[config.mk]
export PLATFORM = sky130hd
export DESIGN_NAME = dds_sweep_ctrl
export DESIGN_NICKNAME = d
export VERILOG_FILES = /design/src/rtl/dds_sweep_ctrl.sv
export SDC_FILE = /design/constraint.sdc
export NUM_CORES = 1
export LEC_CHECK = 0
export ABC_CLOCK_PERIOD_IN_PS = 4900
export CAP_MARGIN = 0
export CORE_MARGIN = 4
export CORE_UTILIZATION = 52
export DETAILED_ROUTE_END_ITERATION = 6
export GPL_TIMING_DRIVEN = 1
export PLACE_DENSITY = 0.83
export SETUP_SLACK_MARGIN = 0.4
export SLEW_MARGIN = 40
export SYNTH_ARGS = -nofsm -noshare
export SYNTH_HDL_FRONTEND = slang
export SYNTH_SLANG_ARGS = --single-unit
[constraint.sdc]
create_clock -name clk -period 4.9 [get_ports clk]
set_clock_uncertainty 0.2 [all_clocks]
set_input_delay 0.98 -clock clk [delete_from_list [all_inputs] [get_ports clk]]
set_output_delay 0.98 -clock clk [all_outputs]
set_load 0.005 [all_outputs]
[src/rtl/dds_sweep_ctrl.sv]
`default_nettype none
// ============================================================================
// Module      : dds_sweep_ctrl
// Description : Linear frequency-sweep sequencer for a DDS phase accumulator.
//               Takes a sweep descriptor over a valid/ready handshake and
//               steps the tuning word from start to stop, holding each value
//               for a programmable dwell. Single, sawtooth and triangle modes.
// Revision    : 1.0 - initial release
// ============================================================================
module dds_sweep_ctrl #(
    parameter int PW      = 32,
    parameter int DWELL_W = 16
) (
    input  logic               clk,
    input  logic               rst,
    input  logic               cfg_valid,
    output logic               cfg_ready,
    input  logic [PW-1:0]      cfg_start,
    input  logic [PW-1:0]      cfg_stop,
    input  logic [PW-1:0]      cfg_step,
    input  logic [DWELL_W-1:0] cfg_dwell,
    input  logic [PW-1:0]      cfg_phase,
    input  logic [1:0]         cfg_mode,
    input  logic               abort,
    output logic               dds_en,
    output logic [PW-1:0]      dds_freq,
    output logic [PW-1:0]      dds_phase,
    output logic               busy,
    output logic               done,
    output logic               step_tick
);

    localparam logic [1:0] c_ST_IDLE  = 2'd0;
    localparam logic [1:0] c_ST_DWELL = 2'd1;
    localparam logic [1:0] c_ST_STEP  = 2'd2;

    localparam logic [1:0] c_MODE_SAW = 2'd1;
    localparam logic [1:0] c_MODE_TRI = 2'd2;

    logic [1:0]         r_state;
    logic [PW-1:0]      r_start;
    logic [PW-1:0]      r_stop;
    logic [PW-1:0]      r_step;
    logic [DWELL_W-1:0] r_dwell;
    logic [1:0]         r_mode;
    logic [PW-1:0]      r_target;
    logic               r_dir_up;
    logic [DWELL_W-1:0] r_cnt;
    logic [PW-1:0]      r_freq;
    logic [PW-1:0]      r_phase;
    logic               r_active;
    logic               r_done;
    logic               r_tick;
    logic               r_ready;

    // One extra bit catches unsigned wrap in either direction
    logic [PW:0]        w_sum;
    logic [PW:0]        w_diff;
    logic [PW:0]        w_tgt_ext;
    logic [PW-1:0]      w_next;

    assign w_sum     = {1'b0, r_freq} + {1'b0, r_step};
    assign w_diff    = {1'b0, r_freq} - {1'b0, r_step};
    assign w_tgt_ext = {1'b0, r_target};

    // Next frequency word: advance by step, clamping onto target when reached or passed
    always_comb begin
        w_next = r_target;
        if (r_step != '0) begin
            if (r_dir_up) begin
                if (w_sum < w_tgt_ext) begin
                    w_next = w_sum[PW-1:0];
                end
            end else begin
                // A set top bit means the subtraction borrowed below zero
                if (!w_diff[PW] && (w_diff > w_tgt_ext)) begin
                    w_next = w_diff[PW-1:0];
                end
            end
        end
    end

    // Sweep sequencer: descriptor capture, dwell timing, stepping and leg turnaround
    always_ff @(posedge clk) begin
        if (rst) begin
            r_state  <= c_ST_IDLE;
            r_start  <= '0;
            r_stop   <= '0;
            r_step   <= '0;
            r_dwell  <= '0;
            r_mode   <= '0;
            r_target <= '0;
            r_dir_up <= 1'b1;
            r_cnt    <= '0;
            r_freq   <= '0;
            r_phase  <= '0;
            r_active <= 1'b0;
            r_done   <= 1'b0;
            r_tick   <= 1'b0;
            r_ready  <= 1'b1;
        end else begin
            r_done <= 1'b0;
            r_tick <= 1'b0;
            case (r_state)
                c_ST_IDLE: begin
                    if (cfg_valid) begin
                        r_start  <= cfg_start;
                        r_stop   <= cfg_stop;
                        r_step   <= cfg_step;
                        r_dwell  <= cfg_dwell;
                        r_mode   <= cfg_mode;
                        r_target <= cfg_stop;
                        r_dir_up <= (cfg_stop >= cfg_start);
                        r_cnt    <= cfg_dwell;
                        r_freq   <= cfg_start;
                        r_phase  <= cfg_phase;
                        r_active <= 1'b1;
                        r_ready  <= 1'b0;
                        r_state  <= c_ST_DWELL;
                    end
                end
                c_ST_DWELL: begin
                    if (abort) begin
                        r_active <= 1'b0;
                        r_ready  <= 1'b1;
                        r_state  <= c_ST_IDLE;
                    end else if (r_cnt != '0) begin
                        r_cnt <= r_cnt - 1'b1;
                    end else if (r_freq != r_target) begin
                        r_state <= c_ST_STEP;
                    end else begin
                        // End of leg: behaviour depends on sweep mode
                        case (r_mode)
                            c_MODE_SAW: begin
                                r_freq <= r_start;
                                r_tick <= 1'b1;
                                r_cnt  <= r_dwell;
                            end
                            c_MODE_TRI: begin
                                r_target <= (r_target == r_stop) ? r_start : r_stop;
                                r_dir_up <= ~r_dir_up;
                                r_state  <= c_ST_STEP;
                            end
                            default: begin
                                r_done   <= 1'b1;
                                r_active <= 1'b0;
                                r_ready  <= 1'b1;
                                r_state  <= c_ST_IDLE;
                            end
                        endcase
                    end
                end
                c_ST_STEP: begin
                    if (abort) begin
                        r_active <= 1'b0;
                        r_ready  <= 1'b1;
                        r_state  <= c_ST_IDLE;
                    end else begin
                        r_freq  <= w_next;
                        r_tick  <= 1'b1;
                        r_cnt   <= r_dwell;
                        r_state <= c_ST_DWELL;
                    end
                end
                default: begin
                    r_active <= 1'b0;
                    r_ready  <= 1'b1;
                    r_state  <= c_ST_IDLE;
                end
            endcase
        end
    end

    assign cfg_ready = r_ready;
    assign dds_en    = r_active;
    assign busy      = r_active;
    assign dds_freq  = r_freq;
    assign dds_phase = r_phase;
    assign done      = r_done;
    assign step_tick = r_tick;

endmodule
`default_nettype wire

**Yosys cells after proc, flatten, opt, wreduce, memory -nomap -nowiden**

Index checks and enable logic that the tools add are counted.
W data, S select, Z words.

- $add $sub $neg: 3
- $lt $le $gt $ge: 3
- Equality and inequality tests: 20
- Multiplexer cells: 59
- Bitwise gates (word level): 2
- Reduce and logical (&&, ||, !) cells: 15

Operators by type and width:

| kind | count |
|---|---|
| $mux W32 | 16 |
| $mux W16 | 6 |
| $pmux W32 S3 | 1 |
| $pmux W32 S2 | 1 |
| $pmux W16 S3 | 1 |
| $add A32 B32 Y33 | 1 |
| $gt A33 B32 Y1 | 1 |
| $lt A33 B32 Y1 | 1 |
| $sub A32 B32 Y33 | 1 |
| $eq A32 B32 Y1 | 1 |
| $ge A32 B32 Y1 | 1 |
| $ne A32 B32 Y1 | 1 |
| $reduce_bool A32 Y1 | 1 |
| $mux W1 | 24 |
| $ne A2 B2 Y1 const B | 8 |
| $reduce_bool A16 Y1 | 1 |
| $sub A16 B1 Y16 const B | 1 |
| $ne A3 B3 Y1 const B | 5 |
| $reduce_and A6 Y1 | 2 |
| $mux W2 | 4 |
| $reduce_and A7 Y1 | 1 |
| $pmux W1 S3 | 2 |
| $pmux W2 S3 | 1 |
| $reduce_and A5 Y1 | 1 |
| other kinds (15) | 19 |

- Register bits: 233

**Depth between registers and ports, before layout**

- Depth in word-level cells: 8
- Mapped depth: 23

**Worst setup path after synthesis**

Ideal clock, no wire load.

- Kind: reg2reg
- Start point: register r_freq[0] (netlist: dds_freq[0])
- End point: register r_freq[28] (netlist: dds_freq[28])
- Library setup time: 117 ps
- Arrival: 4853 ps
- Path slack: -270 ps
- Cell stages (with the launch flop): 21
- Buffers on the path: 0
- Path through: dfxtp_1 > ha_1 > fa_1 > nor2b_1 > o311ai_0 > a31o_2 > a211o_1 > a21oi_1 > and2_1 > o21a_1 > or2_2 > ha_1 > a211oi_1 > nor2_1 > a2111oi_0 > a41o_1 > o21ai_2 > or4_1 > o31ai_1 > o21ai_0 > a32o_1

- Longest elaborated chain between the ends: 8

Ends and longest elaborated chain:

| what | RTL line | source |
|---|---|---|
| from (decl) | 49 | `logic [PW-1:0] r_freq;` |
| from (signal assigned) | 115 | `r_freq <= cfg_start;` |
| from (signal assigned) | 135 | `r_freq <= r_start;` |
| from (signal assigned) | 159 | `r_freq <= w_next;` |
| $sub A32 B32 Y33 | 63 | `assign w_diff = {1'b0, r_freq} - {1'b0, r_step};` |
| $gt A33 B32 Y1 / $logic_not A1 Y1 (equally long branches) | 76 | `if (!w_diff[PW] && (w_diff > w_tgt_ext)) begin` |
| $logic_and A1 B1 Y1 | 76 |  |
| $mux W32 | 76 |  |
| $mux W32 | 70 | `if (r_dir_up) begin` |
| $mux W32 | 69 | `if (r_step != '0) begin` |
| $mux W32 | 154 | `if (abort) begin` |
| $pmux W32 S3 | 104 | `case (r_state)` |

Several ways; a longest one is shown, not always the timed one. The select of a mux whose other input is x is not followed.
A chain may end at the register's enable or synchronous reset.

**Worst setup path in the final report**

- Start point: register r_freq[4] (netlist: dds_freq[4])
- End point: register r_freq[9] (netlist: dds_freq[9])

Same word-level chain as after synthesis.

==> out/metrics.cfg <==
[sta]
timing.final.crit_share_pct=103.6
timing.final.crit_period_ps=5075
worstMarginPinSlew_ps=913.2
fin_ws_ps=-174.7
finalSetupViolCount=30
finalHoldViolCount=0
grt_setup_unrepaired=true
fmax_mhz=197.1
drv_slew=0
whs_ps=258.3
finalSetupTns_ps=-2474
slew_headroom_pct=39.12

[grt]
grt_remaining_overflow=0
first_global_vias=20664
track_usage_pct=37.41
antenna_found_initial=0
grt_pass1_wl_um=115700
grt_start_max_net_pins=126

[placement]
io_buffers=218
post-dp-hpwl_um=56100
place_area_um2=22880
gp_congestion=0.9753
place_ws_ps=-435.3
placed_cells=3320

[die]
die_width_um=195.7
die_h_um=195.7
initial_utilization_pct=52.90
dieArea_um2=38290
num_rows=68
ioPinCount=219
core-area_um2=34630

[critical_path]
cp-start-kind=flip-flop
slowest_stage=or4b_4
cp.arrival_ps=5320
required_ps=5150
setup.worst_path.end_class=flip-flop
worst_path_largest_cell_delay_ps=570
path_max_fanout=7
crit_chain=ha_4, inv_4, a2111oi_4, nand2_4, a221oi_4, o31ai_4, a311o_1, xnor2_2, ha_4, o21ai_2, nand2b_1, a2111oi_4, or4b_4, o21ai_4, nor3_4, buf_6, buf_16, mux2i_1, a221oi_2, a211o_1
path_class=flip-flop to flip-flop

[drt]
vias=21072
wl_per_cell_um=22.38
drt_iter0_markers=2760
drc=0
ant_nets=0
first_pass_iters=6
drt-total-wl_um=76450
vias_per_cell=6.169

[synthesis]
synth_area_leader_cell=dfxtp_1
synth_nets=2834
synth_area_per_cell_um2=7.284
ys_ff_latch=233
syn-cell-area_um2=18320
async_flop_share_pct=0
synth_top_family_by_area=compound AO/OA/AOI/OAI gates
yosys.area_share.simple_pct=21.71
synth_edf_count=0
ys_warn_count=0
synth_compound_gate_area_share_pct=24.40
synthAdderAreaFrac_pct=11.62
synth_top_area_share_pct=25.46
synth_cells=2515
synth_mux_area_share_pct=4.310
synthFlopType=dfxtp_1
synth.area.top_cells=dfxtp_1 25%, ha_1 11%, a21oi_1 8.8%
yosysSeqAreaShare_pct=25.46
synth_cell_types=82
synthXorXnorAreaFrac_pct=6.072

[cts]
path_clk_slew_ps=70
cts-buffers-inserted=28
cts_tree=built
cts_sinks=233
cts_buffer_depth=3
cts_root_buf=clkbuf_16
cts_hold_buf=0
htreeDepth=1
clock_latency_ps=590

[pwr]
leakagePower_nw=10.62
power_mw=16.07
irDropWorstVdd_uv=531.1
p_per_area_nw_per_um2=625.8

[layout]
mostFrequentLayoutCells=409 x nand2_1, 303 x a21oi_1, 290 x buf_4
layout_commonest_cell=nand2_1
fillers=2641
seq_area_um2=4712
syn2layout_area_growth_pct=40.19
multiInputGateArea_um2=13850
antenna_cells=0
final_util_pct=74.16
final_area_um2=25680
nets=3258
layout.cells.non_filler=3416
drive_gt1_share_pct=21.07

[status]
violations=negative setup slack
status=complete, but fails checks

[min_path]
hold_class=flip-flop to flip-flop

[flow_run]
maxCapViolCount=0

registers in the layout (all words and copies together) (netlist names):
| signal | count |
|---|---|
| step_tick | 1 |
| r_start | 32 |
| r_dir_up | 1 |
| dds_freq | 32 |
| done | 1 |
| r_step | 32 |
| busy | 1 |
| r_state | 2 |
| r_target | 32 |
| r_cnt | 16 |
| r_mode | 2 |
| dds_phase | 32 |
| r_dwell | 16 |
| r_stop | 32 |
| cfg_ready | 1 |
path summary, 6_finish.rpt:
kind                            slack [ps]  cells after the start         start           end
worst min register to register         260                      2  dds_phase[4]  dds_phase[4]
worst min-delay path                   260                      2  dds_phase[4]  dds_phase[4]
worst max register to register        -170                     20   dds_freq[4]   dds_freq[9]
worst max-delay path                  -170                     20   dds_freq[4]   dds_freq[9]
cell type report:
type,count,share of cell area (%)
multi-input cells,1980,53.95
repair buffers,547,19.14
clock inverters,17,1.038
inverters,149,2.197
flip-flops and latches,233,18.35
clock buffers,35,3.108
well taps,455,2.217
critical path, delay by kind of cell (launching register included):
kind / cells / cell delay, ps
AND/OR/NAND/NOR: 4 / 860
adder cells (fa/ha/maj): 2 / 580
multiplexers: 1 / 190
AO/OA/AOI/OAI: 9 / 2180
buffers and inverters: 3 / 360
flip-flops: 1 / 370
XOR/XNOR: 1 / 190
per-layer routing:
layer | up-vias | GRT usage, % | part of all wire, %
met2 | 1166 | 60.78 | 45
met5 | - | 0 | 0
met4 | 0 | 14.53 | 5.0
met1 | 9956 | 49.51 | 40
met3 | 244 | 6.835 | 9.6
li1 | 9706 | - | -
cell families (layout without fill, tap and decap cells):
group	Yosys count	in the layout
xor gates and xnor gates	127	127
DFF	233	233
AOI/OAI and AO/OA	721	721
and+or+nand+nor	885	885
buffers and inverters	302	748
adders and majority gates	169	169
muxes	78	78
synthesized netlist by cell type, types with 7 or more instances:
library cell,count
nand3_1,43
a21oi_1,323
buf_1,11
or2_2,9
and2_1,8
nand2_1,421
a211oi_1,40
o211ai_1,19
o21bai_1,12
xor2_1,16
and3_1,7
xnor2_1,111
a211o_1,13
o21ai_0,111
o31ai_1,14
buf_2,19
inv_1,149
nor4_1,27
nor3_1,33
a31oi_1,22
ha_1,167
a31o_2,15
a21o_1,29
nor2b_1,27
dfxtp_1,233
clkbuf_1,117
a221oi_1,9
nand4_1,37
nor2_1,203
o21a_1,11
nor3b_1,18
a22oi_1,15
a2111oi_0,9
nand2b_1,29
o32ai_1,8
mux2i_1,71
o2111ai_1,13
mux2_2,7
a311oi_1,12
power breakdown:
group          leakage (nW)  total [mW]  internal [mW]  switching (mW)
Combinational          8.17        11.1           5.03            6.03
Sequential             1.93        2.61           2.20           0.405
Clock                 0.526        2.41           1.47           0.931
timing repair:
action                     in CTS  in global routing
setup endpoints to repair      32                 32
setup buffers                  25                 16
pin swaps                      66                 90
gates cloned                    3                  0
gates resized for setup       140                149
(Power assumes the default switching activity.)
